**config.mk**
```make
export PLATFORM = sky130hd
export DESIGN_NAME = mlu_mul_seq
export DESIGN_NICKNAME = d
export VERILOG_FILES = /design/src/rtl/mlu_mul_seq.sv
export SDC_FILE = /design/constraint.sdc
export NUM_CORES = 1
export LEC_CHECK = 0
export CORE_UTILIZATION = 35
export CTS_CLUSTER_DIAMETER = 200
export DETAILED_ROUTE_END_ITERATION = 8
export PLACE_DENSITY = 0.79
export SETUP_SLACK_MARGIN = 0.05
export SLEW_MARGIN = 20
export SYNTH_ARGS = -nofsm -noshare
export SYNTH_HDL_FRONTEND = slang
export SYNTH_SLANG_ARGS = --single-unit
export TNS_END_PERCENT = 20
```
**constraint.sdc**
```tcl
create_clock -name CLK -period 2.25 [get_ports CLK]
set_input_delay 0.45 -clock CLK [delete_from_list [all_inputs] [get_ports CLK]]
set_output_delay 0.45 -clock CLK [all_outputs]
set_load 0.05 [all_outputs]
```
**src/rtl/mlu_mul_seq.sv**
```systemverilog
// Shift-and-add unsigned WIDTHxWIDTH -> 2*WIDTH multiplier that borrows the shared mlu.
// While idle, the core's combinational mlu request passes straight through to the mlu.
module mlu_mul_seq #(
  parameter int WIDTH = 32,
  parameter int CNT_W = 6
) (
  input  logic             CLK,
  input  logic             N_RST,
  input  logic [WIDTH-1:0] EXT_A,
  input  logic [WIDTH-1:0] EXT_B,
  input  logic [2:0]       EXT_OP,
  input  logic             EXT_C_IN,
  input  logic             REQ_VALID,
  output logic             REQ_READY,
  input  logic [WIDTH-1:0] REQ_MCAND,
  input  logic [WIDTH-1:0] REQ_MPLIER,
  input  logic             ABORT,
  output logic             RESP_VALID,
  input  logic             RESP_READY,
  output logic [WIDTH-1:0] RESP_HI,
  output logic [WIDTH-1:0] RESP_LO,
  output logic             BUSY,
  output logic [WIDTH-1:0] MLU_A,
  output logic [WIDTH-1:0] MLU_B,
  output logic [2:0]       MLU_OP,
  output logic             MLU_C_IN,
  input  logic [WIDTH-1:0] MLU_OUT,
  input  logic             MLU_C
);

  // Opcode encoding understood by the shared mlu
  localparam logic [2:0] MLU_NOP0 = 3'd0;
  localparam logic [2:0] MLU_ADD  = 3'd1;

  localparam logic [1:0] S_IDLE = 2'd0;
  localparam logic [1:0] S_ITER = 2'd1;
  localparam logic [1:0] S_DONE = 2'd2;

  localparam logic [CNT_W-1:0] LAST_ITER = CNT_W'(WIDTH - 1);

  logic [1:0]       state;
  logic [WIDTH-1:0] acc_hi;
  logic [WIDTH-1:0] acc_lo;
  logic [WIDTH-1:0] mcand;
  logic [CNT_W-1:0] cnt;

  assign REQ_READY  = (state == S_IDLE) && !ABORT;
  assign RESP_VALID = (state == S_DONE);
  assign BUSY       = (state != S_IDLE);
  assign RESP_HI    = acc_hi;
  assign RESP_LO    = acc_lo;

  always_comb begin
    MLU_A    = EXT_A;
    MLU_B    = EXT_B;
    MLU_OP   = EXT_OP;
    MLU_C_IN = EXT_C_IN;
    case (state)
      S_ITER: begin
        // Partial-product add: the multiplier's current LSB gates the multiplicand in
        MLU_A    = acc_hi;
        MLU_B    = acc_lo[0] ? mcand : '0;
        MLU_OP   = MLU_ADD;
        MLU_C_IN = 1'b0;
      end
      S_DONE: begin
        MLU_A    = '0;
        MLU_B    = '0;
        MLU_OP   = MLU_NOP0;
        MLU_C_IN = 1'b0;
      end
      default: ;
    endcase
  end

  always_ff @(posedge CLK or negedge N_RST) begin
    if (!N_RST) begin
      state  <= S_IDLE;
      acc_hi <= '0;
      acc_lo <= '0;
      mcand  <= '0;
      cnt    <= '0;
    end else begin
      case (state)
        S_IDLE: begin
          if (REQ_VALID && !ABORT) begin
            acc_hi <= '0;
            acc_lo <= REQ_MPLIER;
            mcand  <= REQ_MCAND;
            cnt    <= '0;
            state  <= S_ITER;
          end
        end
        S_ITER: begin
          if (ABORT) begin
            state <= S_IDLE;
          end else begin
            // Shift the sum right one place; the mlu carry becomes the new MSB
            acc_hi <= {MLU_C, MLU_OUT[WIDTH-1:1]};
            acc_lo <= {MLU_OUT[0], acc_lo[WIDTH-1:1]};
            cnt    <= cnt + 1'b1;
            if (cnt == LAST_ITER) begin
              state <= S_DONE;
            end
          end
        end
        S_DONE: begin
          if (ABORT || RESP_READY) begin
            state <= S_IDLE;
          end
        end
        default: state <= S_IDLE;
      endcase
    end
  end

endmodule

```
## Word-level counts from Yosys, hierarchy flattened

Cells that the tools add are included.

- RAM bits: 0
- Latch bits: 0
- Bits in read-only memories: 0
- Register bits after elaboration: 104
- Input port bits: 170
- Memories kept: 0

- Order comparisons: 0
- Bitwise logic cells: 0
- Shifts and indexed selects: 0
- Multiply operators: 0
- Muxes and demuxes: 19
- Reductions and logical operators: 11
- Eq/ne operators: 7
- Div/mod/pow operators: 0
- Add/sub/neg operators: 1

Operators with widths:

| cell | number |
|---|---|
| 32-bit one-hot mux with 2 select lines | 4 |
| 32-bit 2-to-1 mux | 5 |
| 6-bit 2-to-1 mux | 2 |
| 6-bit one-hot mux with 2 select lines | 1 |
| 2-bit 2-to-1 mux | 4 |
| 6-bit by 1-bit adder with 6-bit output, second input constant | 1 |
| 6-bit by 5-bit == test with 1-bit output, second input constant | 1 |
| 2-bit one-hot mux with 3 select lines | 1 |
| 3-bit one-hot mux with 2 select lines | 1 |
| 3-bit AND reduction | 2 |
| 2-bit by 1-bit != test with 1-bit output, second input constant | 2 |
| 2-bit nonzero test | 2 |
| 3-bit != test, second input constant | 1 |
| 2-bit by 1-bit == test with 1-bit output, second input constant | 1 |
| 2-bit == test, second input constant | 1 |
| 1-bit logical AND | 2 |
| 2-bit logical NOT | 1 |
| 2-bit != test, second input constant | 1 |
| 2-bit AND reduction | 1 |
| 2-bit OR reduction | 1 |
| 1-bit logical NOT | 1 |
| 1-bit logical OR | 1 |
| 1-bit 2-to-1 mux | 1 |

## Longest topological paths before layout

- Depth in word-level cells: 4
- Depth in mapped cells: 9
- Gate-level depth less buffers: 6

## Worst setup path after synthesis

OpenSTA, ideal clock, no wires.

- Path kind: register to output
- Start: reg state[1]
- End: out MLU_B[0]
- Stages on the path, launching flop included: 9
- Path buffers: 3
- Required time: 1,800 ps
- Path slack: -293 ps
- Arrival time: 2,093 ps
- Cells stage by stage: dfrtp_1 -> inv_1 -> ha_1 -> clkbuf_1 -> and3_1 -> clkbuf_1 -> buf_2 -> nand2_1 -> o21ai_0

- Word-level cells in the longest chain between the ends: 2
- Elaborated cells on any way between the ends: 3
- Those cells by class: 2 x eq/ne; 1 x mux

RTL lines:

| element | line | text |
|---|---|---|
| start: declaration | 41 | `logic [1:0] state;` |
| start signal: assignment | 78 | `state <= S_IDLE;` |
| start signal: assignment | 91 | `state <= S_ITER;` |
| start signal: assignment | 96 | `state <= S_IDLE;` |
| 2-bit == test / 2-bit by 1-bit == test with 1-bit output (equally long branches) | 58 | `case (state)` |
| 32-bit one-hot mux with 2 select lines * | 58 |  |
| end: declaration | 24 | `output logic [WIDTH-1:0] MLU_B,` |

Every way passes the cells marked *; elsewhere a longest branch is shown, timed or not.

## Final worst setup path

- Start: reg state[0]
- End: out MLU_B[23]

Same word-level chain as after synthesis.

==> metrics.txt <==
Finished Layout Cells slightly above 1000; LEAKAGE approximately 4.5 nW; Avg Cell Area, Syn 9.53 um2; Num CTS Buffers 9; FILL cells ~1000; final setup margin -0.126 ns; Setup CP Type reg2out; CTS tree built; XOR/XNOR share of the synthesized area 0.00683; clock skew slightly below 0.006 ns; final setup fails 53; Synth cell types 27; simple-gate share of the synthesized area 0.0954; sequential share of the synthesized area 0.507; Power Density about 1600 nW/um2; IO Port Bufs 304; Int Pwr about 8.5 mW; DRC errors left 0; CTS Hold Bufs 0; dpl cell area 9170 um2; chip height around 120 um; initial antenna violation count 0; Post-Syn Instances 538; GPL Wtd Cong approximately 0.8; Slew Limit Fails 0; worst min-delay path class in2async; CTS Buffer Depth 2; Avg WL per Cell ~18 um; violation count after the first detailed-route iteration 149; overall die area around 15000 um2; mux cell area share after synthesis 0.141; Fin. Hold Viols 0; core footprint between 10000 and 15000 um2; Worst-Margin Slew 0.555 ns; vias per inst approximately 4.9; Crit path max-delay family buffers and inverters; Cell Area, Synth 5130 um2; Total GRT Usage 0.238; Req. time, crit path about 1.8 ns; Final Cycle Share 1.06; CP startpoint kind flip-flop; DP Worst Slack 0.0993 ns; CP max FO 8; Slew HR 0.629; H-tree Lvls 3; Yosys reg bits ~100; largest net degree at the start of global routing 59; io pins slightly above 300; VDD IR max between 0.001 and 0.0015 V; CP Capture Type primary output; CTS clk-pin slew, worst paths around 0.07 ns; outcome finished, violations left; violated checks negative setup slack; Root Buffer clkbuf_16; First-pass DRT Iterations 4; RSZ-0062 raised after global routing yes; dpl hpwl 12900 um; Synth-to-Final Area Change 96.0%; layout cell share with drive strength beyond 1 0.278; cell row count 43; clock sinks about 100; maxcap violations 0; detailed-route via count between 5000 and 6000; CP cell instances inv_2, ha_4, and3_4, buf_6, buf_16, buf_6, nand2_4, o21ai_4, buf_12; Final ANT Viol Nets 0; register share of total power 0.211; Placed Instances a little over 1000; area occupied by multi-input gates about 2500 um2; Clock Latency Late Sink about 0.34 ns; min cycle time layout roughly 2.4 ns; remaining global-route overflow 0; antenna cell count 0; Yosys warning count 0; Synth Area in Compound Gates 0.155; most common cell after layout, fill and taps aside clkdlybuf4s50_1; CP arrival approximately 1.9 ns; largest family of logic cells by synthesized area compound AO/OA/AOI/OAI gates; Syn Nets roughly 710; fmax 0.421 GHz; NetSw ~7.9 mW; Comb pwr share 0.696; Final #Nets slightly above 1000; WP buf/inv 5; slowest CP cell dfrtp_1; cell area after layout between 10000 and 15000 um2; FF+latch area between 2000 and 3000 um2; clock share of power 0.093; post-synthesis adder-cell area fraction 0.00976; commonest cells after routing, fill and taps aside clkdlybuf4s50_1 (232), dfrtp_1 (104), nand2_1 (77); Switching Share 0.481; Initial Util 0.364; vias in the first global route between 5000 and 6000; slowest cell delay on critical path slightly below 0.4 ns; Die W between 100 and 150 um; first-pass GRT wire length roughly 27000 um; total wire length 18400 um; most frequent CP cell buf_6
worst register-to-register path, delay by kind of cell, from the launching register on:
kind,cells,cell delay (ns)
compound gates,1,0.16
flops,1,0.39
mux,1,0.32
fa+ha+maj,1,0.16
simple gates,1,0.25
buf+inv,3,0.49
final cells by class:
type                    instances  area share
repair buffers                338       0.418
flip-flops and latches        104       0.259
multi-input cells             330       0.247
inverters                      68      0.0254
clock buffers                  12      0.0235
well taps                     180      0.0224
clock inverters                 4     0.00448
power by group through the flow:
stage,combinational [mW],clock (mW),sequential (mW)
6_report,11.4,1.52,3.45
3_5_place_dp,10.5,0,3.41
5_1_grt,11.9,1.65,3.57
4_1_cts,11.0,1.57,3.41
2_1_floorplan,4.11,0,5.10
3_3_place_gp,10.4,0,3.39
path summary, 6_finish.rpt:
| path | startpoint | endpoint | slack, ns | cells after the start |
|---|---|---|---|---|
| setup / recovery | state[0] | MLU_B[23] | -0.13 | 9 |
| hold / removal | N_RST | RESP_HI[6] | 0.04 | 1 |
| setup reg to reg | state[0] | RESP_LO[3] | 0.36 | 7 |
| hold reg to reg | mcand[25] | mcand[25] | 0.51 | 1 |
| max in group asynchronous | N_RST | RESP_HI[23] | 1.55 | 2 |
| min in group CLK | mcand[25] | mcand[25] | 0.51 | 1 |
routing by layer:
layer  GRT usage  up-vias  routed length (um)
met4      0.0738        0                 310
met2       0.445      207                9730
met1       0.261     2384                6860
met5           0        -                   0
li1            -     2421                   -
met3      0.0632       20                1540
metrics by stage:
| step | TNS [ns] | utilization | hold WS [ns] | power, mW |
|---|---|---|---|---|
| global placement | 0 | 0.651 | 0.417 | 13.8 |
| finish | -3.57 | 0.713 | 0.0388 | 16.4 |
| CTS | -5.45 | 0.694 | 0.0456 | 16.0 |
| floorplan | -18.01 | - | 0.154 | 9.21 |
| detailed placement | 0 | 0.651 | 0.424 | 13.9 |
| global route | -7.45 | 0.713 | 0.0577 | 17.1 |
repair_timing:
item                       in CTS  in global routing
hold endpoints to repair        0                  0
cloned                          3                  2
setup endpoints to repair      68                 68
resized for setup              75                 86
pin swaps                       4                  6
buffers inserted                6                  5
Yosys cell counts:
library cell	n	area (um2)
mux2_2	34	383
buf_4	3	22.5
mux2i_1	34	340
and2_1	1	6.26
a21oi_1	3	15.0
nor2_1	7	26.3
nand2b_1	2	12.5
nor3_1	2	10.0
a22oi_1	1	7.51
a22o_1	33	289
xnor2_1	4	35.0
nor3b_1	2	15.0
nor2b_1	4	25.0
o21ai_0	73	365
or2_1	1	6.26
buf_2	18	90.1
ha_1	4	50.1
clkbuf_1	11	41.3
inv_1	68	255
nand3_1	1	5.00
buf_6	1	11.3
o21ai_1	24	120
nand2_1	98	368
and3_1	1	6.26
buf_1	3	11.3
nand4b_1	1	8.76
dfrtp_1	104	2600
state kept, by name, indices dropped and copies added (netlist names):
register  flops
RESP_LO      32
RESP_HI      32
mcand        32
state         2
cnt           6
cells by family (layout without fill, tap and decap cells):
logic type	count (synthesis)	in the layout
compound gates	134	134
simple gates	120	120
flops	104	104
buf+inv	104	422
mux	68	68
fa+ha+maj	4	4
xor+xnor	4	4
Power figures use the tool's default switching activity.
